**src/rtl/feature_frame_builder.sv**
```systemverilog
// rtl/feature_frame_builder.sv - I/Q sample quantizer and frame packer for logicnet, saturation selected by FEAT_SATURATE_EN
module feature_frame_builder #(
  parameter int SAMPLE_W  = 16,
  parameter int FEAT_W    = 3,
  parameter int NUM_PAIRS = 8,
  parameter int SHIFT     = 10,
  parameter int SKIP_N    = 4
) (
  input  logic                              clk,
  input  logic                              rst,
  input  logic                              trig,
  input  logic                              s_valid,
  output logic                              s_ready,
  input  logic signed [SAMPLE_W-1:0]        s_i,
  input  logic signed [SAMPLE_W-1:0]        s_q,
  input  logic                              s_last,
  output logic [2*NUM_PAIRS*FEAT_W-1:0]     m_data,
  output logic                              m_valid,
  output logic [7:0]                        m_tag,
  input  logic                              clr_err,
  output logic                              short_err,
  output logic                              retrig_err
);

  localparam int PAIR_W = 2 * FEAT_W;
  localparam int PCW    = (NUM_PAIRS > 1) ? $clog2(NUM_PAIRS) : 1;
  localparam logic [7:0]     SKIP_LAST = (SKIP_N == 0) ? 8'd0 : 8'(SKIP_N - 1);
  localparam logic [PCW-1:0] PAIR_LAST = PCW'(NUM_PAIRS - 1);

  typedef enum logic [1:0] {IDLE, SKIP, COLLECT, EMIT} state_t;

  // With no settling window a trigger goes straight to collection
  localparam state_t START = (SKIP_N == 0) ? COLLECT : SKIP;

  state_t         state;
  logic [7:0]     skip_cnt;
  logic [PCW-1:0] pair_cnt;
  logic [FEAT_W-1:0] qi, qq;

`ifdef FEAT_SATURATE_EN
  localparam logic signed [SAMPLE_W-1:0] QMAX = SAMPLE_W'((2 ** (FEAT_W - 1)) - 1);
  localparam logic signed [SAMPLE_W-1:0] QMIN = SAMPLE_W'(-(2 ** (FEAT_W - 1)));

  function automatic logic [FEAT_W-1:0] sat(input logic signed [SAMPLE_W-1:0] v);
    if (v > QMAX)      return QMAX[FEAT_W-1:0];
    else if (v < QMIN) return QMIN[FEAT_W-1:0];
    else               return v[FEAT_W-1:0];
  endfunction

  logic signed [SAMPLE_W-1:0] sh_i, sh_q;

  // Shift then clamp each component into the feature range
  always_comb begin
    sh_i = s_i >>> SHIFT;
    sh_q = s_q >>> SHIFT;
    qi   = sat(sh_i);
    qq   = sat(sh_q);
  end
`else
  // Shift then keep the low feature bits (two's complement wrap)
  assign qi = FEAT_W'(s_i >>> SHIFT);
  assign qq = FEAT_W'(s_q >>> SHIFT);
`endif

  // Shot sequencing, frame packing, tag and sticky error flags
  always_ff @(posedge clk or posedge rst) begin
    if (rst) begin
      state      <= IDLE;
      s_ready    <= 1'b0;
      m_valid    <= 1'b0;
      m_data     <= '0;
      m_tag      <= 8'd0;
      skip_cnt   <= 8'd0;
      pair_cnt   <= '0;
      short_err  <= 1'b0;
      retrig_err <= 1'b0;
    end else begin
      m_valid <= 1'b0;
      // A new error event later in this block overrides the clear
      if (clr_err) begin
        short_err  <= 1'b0;
        retrig_err <= 1'b0;
      end
      case (state)
        IDLE: begin
          if (trig) begin
            state    <= START;
            s_ready  <= 1'b1;
            skip_cnt <= 8'd0;
            pair_cnt <= '0;
          end
        end
        SKIP: begin
          if (trig) begin
            retrig_err <= 1'b1;
            state      <= START;
            skip_cnt   <= 8'd0;
            pair_cnt   <= '0;
          end else if (s_valid) begin
            skip_cnt <= skip_cnt + 8'd1;
            if (s_last) begin
              short_err <= 1'b1;
              state     <= IDLE;
              s_ready   <= 1'b0;
            end else if (skip_cnt == SKIP_LAST) begin
              state <= COLLECT;
            end
          end
        end
        COLLECT: begin
          if (trig) begin
            retrig_err <= 1'b1;
            state      <= START;
            skip_cnt   <= 8'd0;
            pair_cnt   <= '0;
          end else if (s_valid) begin
            m_data[pair_cnt*PAIR_W +: PAIR_W] <= {qq, qi};
            // Last on the final pair is a normal completion
            if (pair_cnt == PAIR_LAST) begin
              state   <= EMIT;
              s_ready <= 1'b0;
              m_valid <= 1'b1;
            end else if (s_last) begin
              short_err <= 1'b1;
              state     <= IDLE;
              s_ready   <= 1'b0;
            end else begin
              pair_cnt <= pair_cnt + PCW'(1);
            end
          end
        end
        EMIT: begin
          state <= IDLE;
          m_tag <= m_tag + 8'd1;
        end
        default: begin
          state   <= IDLE;
          s_ready <= 1'b0;
        end
      endcase
    end
  end

endmodule
```
**config.mk**
```make
export PLATFORM = sky130hd
export DESIGN_NAME = feature_frame_builder
export DESIGN_NICKNAME = d
export VERILOG_FILES = /design/src/rtl/feature_frame_builder.sv
export SDC_FILE = /design/constraint.sdc
export NUM_CORES = 1
export LEC_CHECK = 0
export CORE_ASPECT_RATIO = 1.2
export CORE_MARGIN = 2
export CORE_UTILIZATION = 46
export DETAILED_ROUTE_END_ITERATION = 10
export HOLD_SLACK_MARGIN = 0.02
export PLACE_DENSITY_LB_ADDON = 0.12
export SETUP_SLACK_MARGIN = 0.1
export SLEW_MARGIN = 20
export SYNTH_ARGS = -nofsm -noshare
export SYNTH_HDL_FRONTEND = slang
export SYNTH_SLANG_ARGS = --single-unit
export TNS_END_PERCENT = 50
```
**constraint.sdc**
```tcl
create_clock -name clk -period 3.4 [get_ports clk]
set_input_delay 0.85 -clock clk [delete_from_list [all_inputs] [get_ports clk]]
set_output_delay 0.85 -clock clk [all_outputs]
set_load 0.01 [all_outputs]
```
Yosys cells after proc, flatten, opt, wreduce, memory -nomap -nowiden --
Index checks and enable logic that the tools add are counted.
Storage, ports and cells: word-level logic and storage cells 91, register bits 73
Cells by class: bitwise gates (word level) 1, multiply operators 1, shift operators 2, multiplexer cells 44, equal/unequal tests 18, $add $sub $neg 4, reduce and logical (&&, ||, !) cells 12
Operator list (count):
- $bwmux W48 | 1
- $shift A6 B34 Y48 const A | 1
- $shiftx A6 B34 Y48 | 1
- $neg A6 Y34 | 1
- $mux W8 | 3
- $mux W1 | 21
- $mux W2 | 9
- $add A8 B1 Y8 const B | 2
- $pmux W8 S2 | 1
- $mux W3 | 5
- $ne A3 B3 Y1 const B | 4
- $ne A2 B2 Y1 const B | 5
- $reduce_and A5 Y1 | 2
- $eq A8 B2 Y1 const B | 1
- $ne A4 B4 Y1 const B | 2
- $pmux W2 S4 | 1
- $pmux W3 S2 | 1
- $reduce_and A3 Y1 | 2
- $reduce_and A6 Y1 | 1
- $reduce_or A2 Y1 | 3
- $mul A3 B2 Y5 const B | 1
- $eq A2 B2 Y1 const B | 2
- $ne A2 B1 Y1 const B | 2
- $reduce_bool A2 Y1 | 2
- other kinds (8) | 8

Depth between registers and ports, before layout --
depth in word-level cells 6, depth in mapped cells 12, depth with buffers taken out 10

Worst setup path before layout --
OpenSTA, ideal clock, no wires.
kind register -> register, from register pair_cnt[1], to register m_data[4], required time 3.275 ns, cell stages (with the launch flop) 12, path slack 0.155 ns, arrival time 3.120 ns, cells stage by stage dfrtp_1 > ha_1 > fa_1 > buf_2 > xor2_2 > nor3b_1 > ha_1 > clkbuf_1 > and4bb_2 > nand2_1 > o32ai_1 > mux2_2
Between the ends: word-level cells in the longest chain between the ends 4, elaborated cells between the ends (all ways) 5, classes of those cells add/sub (1); mul (1); shift (2); mux (1)
Ends and longest elaborated chain:
- start: declaration | RTL line 37 | logic [PCW-1:0] pair_cnt;
- start signal: assignment | RTL line 128 | pair_cnt <= pair_cnt + PCW'(1);
- $mul A3 B2 Y5 (*) | RTL line 117 | m_data[pair_cnt*PAIR_W +: PAIR_W] <= {qq, qi};
- $neg A6 Y34 (*) | RTL line 117
- $shiftx A6 B34 Y48 or $shift A6 B34 Y48 (tied branches) | RTL line 117
- $bwmux W48 (*) | RTL line 117
- end signal: indexed assignment | RTL line 117
- end: declaration | RTL line 17 | output logic [2*NUM_PAIRS*FEAT_W-1:0] m_data,
Mark *: on every way between the ends. The rest lies on a longest branch, timed or not. A chain may end at the register's enable or synchronous reset.

Worst setup path in the final report --
from register pair_cnt[1], to register m_data[37]
Same word-level chain as after synthesis.

==> out/results.ini <==
[outcome]
status = finished, final reports clean

[die]
core_area_um2 = 9030
rows = 38
die_height_um = 110
die_x_um = 92.1
initial_core_util = 0.474
io_pins = 98
die_area_um2 = 10100

[synth]
postSynthAreaPerCell_um2 = 9.99
synth_nets = 481
synth_ff_type = dfrtp_1
async_flop_share = 1.00
yosysTopAreaCell = dfrtp_1
synth_top_area_frac = 0.426
ys_seq_elements = 73
synthCells = 429
synthTopCellsByArea = dfrtp_1 43%, mux2_2 13%, nand2_1 4.2%
synth_warnings = 0
syn_area_um2 = 4290
synth-edff-count = 0
synth_most_common_cell = dfrtp_1
ys_seq_area_frac = 0.426
synth_cell_types = 55
netlist_top_cells_count = 73 x dfrtp_1, 50 x mux2_2, 48 x nand2_1

[cells_and_area]
final-instance-count-excl-fill = 638
drive_gt1_frac = 0.185
final_design_area_no_fill_um2 = 5450
syn_to_final_growth_pct = 27.3
fin_nets = 565
diodes = 0
final_util = 0.604

[timing]
finalSetupViolCount = 0
fin_crit_sh = 0.948
worstMarginPinSlew_ps = 677
rsz0062_at_grt = yes
fin_skew_ps = 5.85
hold_viol_final = 0
slew_headroom = 0.544
tns_ps = 0
clock.fmax_mhz = 310
finalMaxSlewViolations = 0
min_period_ps = 3220

[worst_setup_path]
cp_max_fo = 6
cp-end-kind = flop
path_class = reg2reg
critPathRequiredTime_ps = 3630
cp.arrival_ps = 3460
cp-start-kind = flop

[routing]
routed_wl_mm = 10.1
firstDrtPassIters = 4
first_iter_violations = 209
drcViolationCount = 0
antenna_left = 0
vias = 3616
vias_per_cell = 5.67
wl_per_cell_um = 15.8

[place]
port_buffers = 71
dp.cells = 622
gp_congestion = 0.981
hpwlAfterDp_mm = 7.74
dpl_cell_area_um2 = 5230

[hold_path]
hold_class = reg2reg

[clocking]
post_cts.repair.setup_buffers = 0
numCtsBuffers = 9
cts_tree = done
cts_root_buf = clkbuf_8
cts_resized = 0
clkTransAtPathRegs_ps = 80
insertion_delay_ps = 340
cts_hold_buf = 0
clock_path_buffers = 2
cts_sinks = 73
htree_levels = 3

[global_routing]
grt_overflow = 0
grt_pass1_wl_mm = 17.1
grt_start_max_net_pins = 44
antenna_found_initial = 0
track_usage = 0.214
grt_pass1_vias = 3533

[pwr]
power_mw = 2.36
powerDensity_nw_per_um2 = 432
leakage_nw = 2.36
vdd_ir_drop_max_mv = 0.295

[flow_run]
maxCapViolCount = 0

==> layout by cell type (no fill, tap or decap), types with 12 or more instances in the layout <==
master | netlist | routed
nand2_1 | 48 | 48
buf_4 | 0 | 19
ha_1 | 13 | 13
nor2_1 | 36 | 36
nor3_1 | 12 | 12
mux2_2 | 50 | 50
nand2b_1 | 12 | 12
dfrtp_1 | 73 | 73
clkdlybuf4s50_1 | 0 | 71
o21ai_0 | 19 | 19
==> layout make-up <==
cell class | instances | area, µm²
multi-input combinational | 327 | 2340
clock buffer | 10 | 128
sequential | 73 | 1830
tap | 120 | 150
timing repair buffer | 91 | 873
fill | 796 | 3580
clock inverter | 6 | 90.1
inverter | 11 | 41.3
==> per-stage QoR <==
stage,setup slack [ps],hold slack (ps)
6_report,175,489
4_1_cts,115,489
3_5_place_dp,146,474
3_3_place_gp,190,462
2_1_floorplan,155,489
5_1_grt,32.6,510
==> flip-flops by register name, indices dropped and copies added, names as in the netlist <==
signal / cells
pair_cnt: 3
m_valid: 1
m_tag: 8
skip_cnt: 8
m_data: 48
short_err: 1
s_ready: 1
state: 2
retrig_err: 1
==> worst paths after layout <==
kind / start / to / slack, ps / cells past startpoint
worst max-delay path: pair_cnt[1] / m_data[37] / 180 / 11
worst min-delay path: m_tag[7] / m_tag[7] / 490 / 1
worst max register to register: pair_cnt[1] / m_data[37] / 180 / 11
worst min register to register: m_tag[7] / m_tag[7] / 490 / 1
max in group asynchronous: rst / skip_cnt[5] / 1810 / 3
min in group asynchronous: rst / m_data[22] / 930 / 2
==> critical path, stage by stage, from the launching register on <==
cell	delay, ps
dfrtp_1	430
ha_1	230
fa_1	430
xor2_2	170
nor3b_1	220
ha_1	190
buf_4	150
and2_1	160
nand2_1	160
nor3_4	390
o2bb2ai_1	220
mux2_2	360
==> metal layers <==
metal,global-route usage,wire length (µm)
met5,0,0
met4,0.0704,218
met3,0.0452,496
met2,0.379,5130
met1,0.261,4260
==> logic make-up after synthesis <==
| group | after synthesis | synth area share |
|---|---|---|
| AND/OR/NAND/NOR | 159 | 0.188 |
| AO/OA/AOI/OAI | 83 | 0.135 |
| flip-flops | 73 | 0.426 |
| multiplexers | 57 | 0.148 |
| buffers and inverters | 29 | 0.0283 |
| XOR/XNOR | 14 | 0.0321 |
| adder cells (fa/ha/maj) | 14 | 0.0426 |
==> power by group <==
part | switching (mW) | internal, mW | total [mW]
clock network | 0.327 | 0.416 | 0.743
registers | 0.0655 | 0.941 | 1.01
logic | 0.320 | 0.286 | 0.606
total | 0.712 | 1.64 | 2.35
No activity file was read; power rests on OpenSTA's default activity.
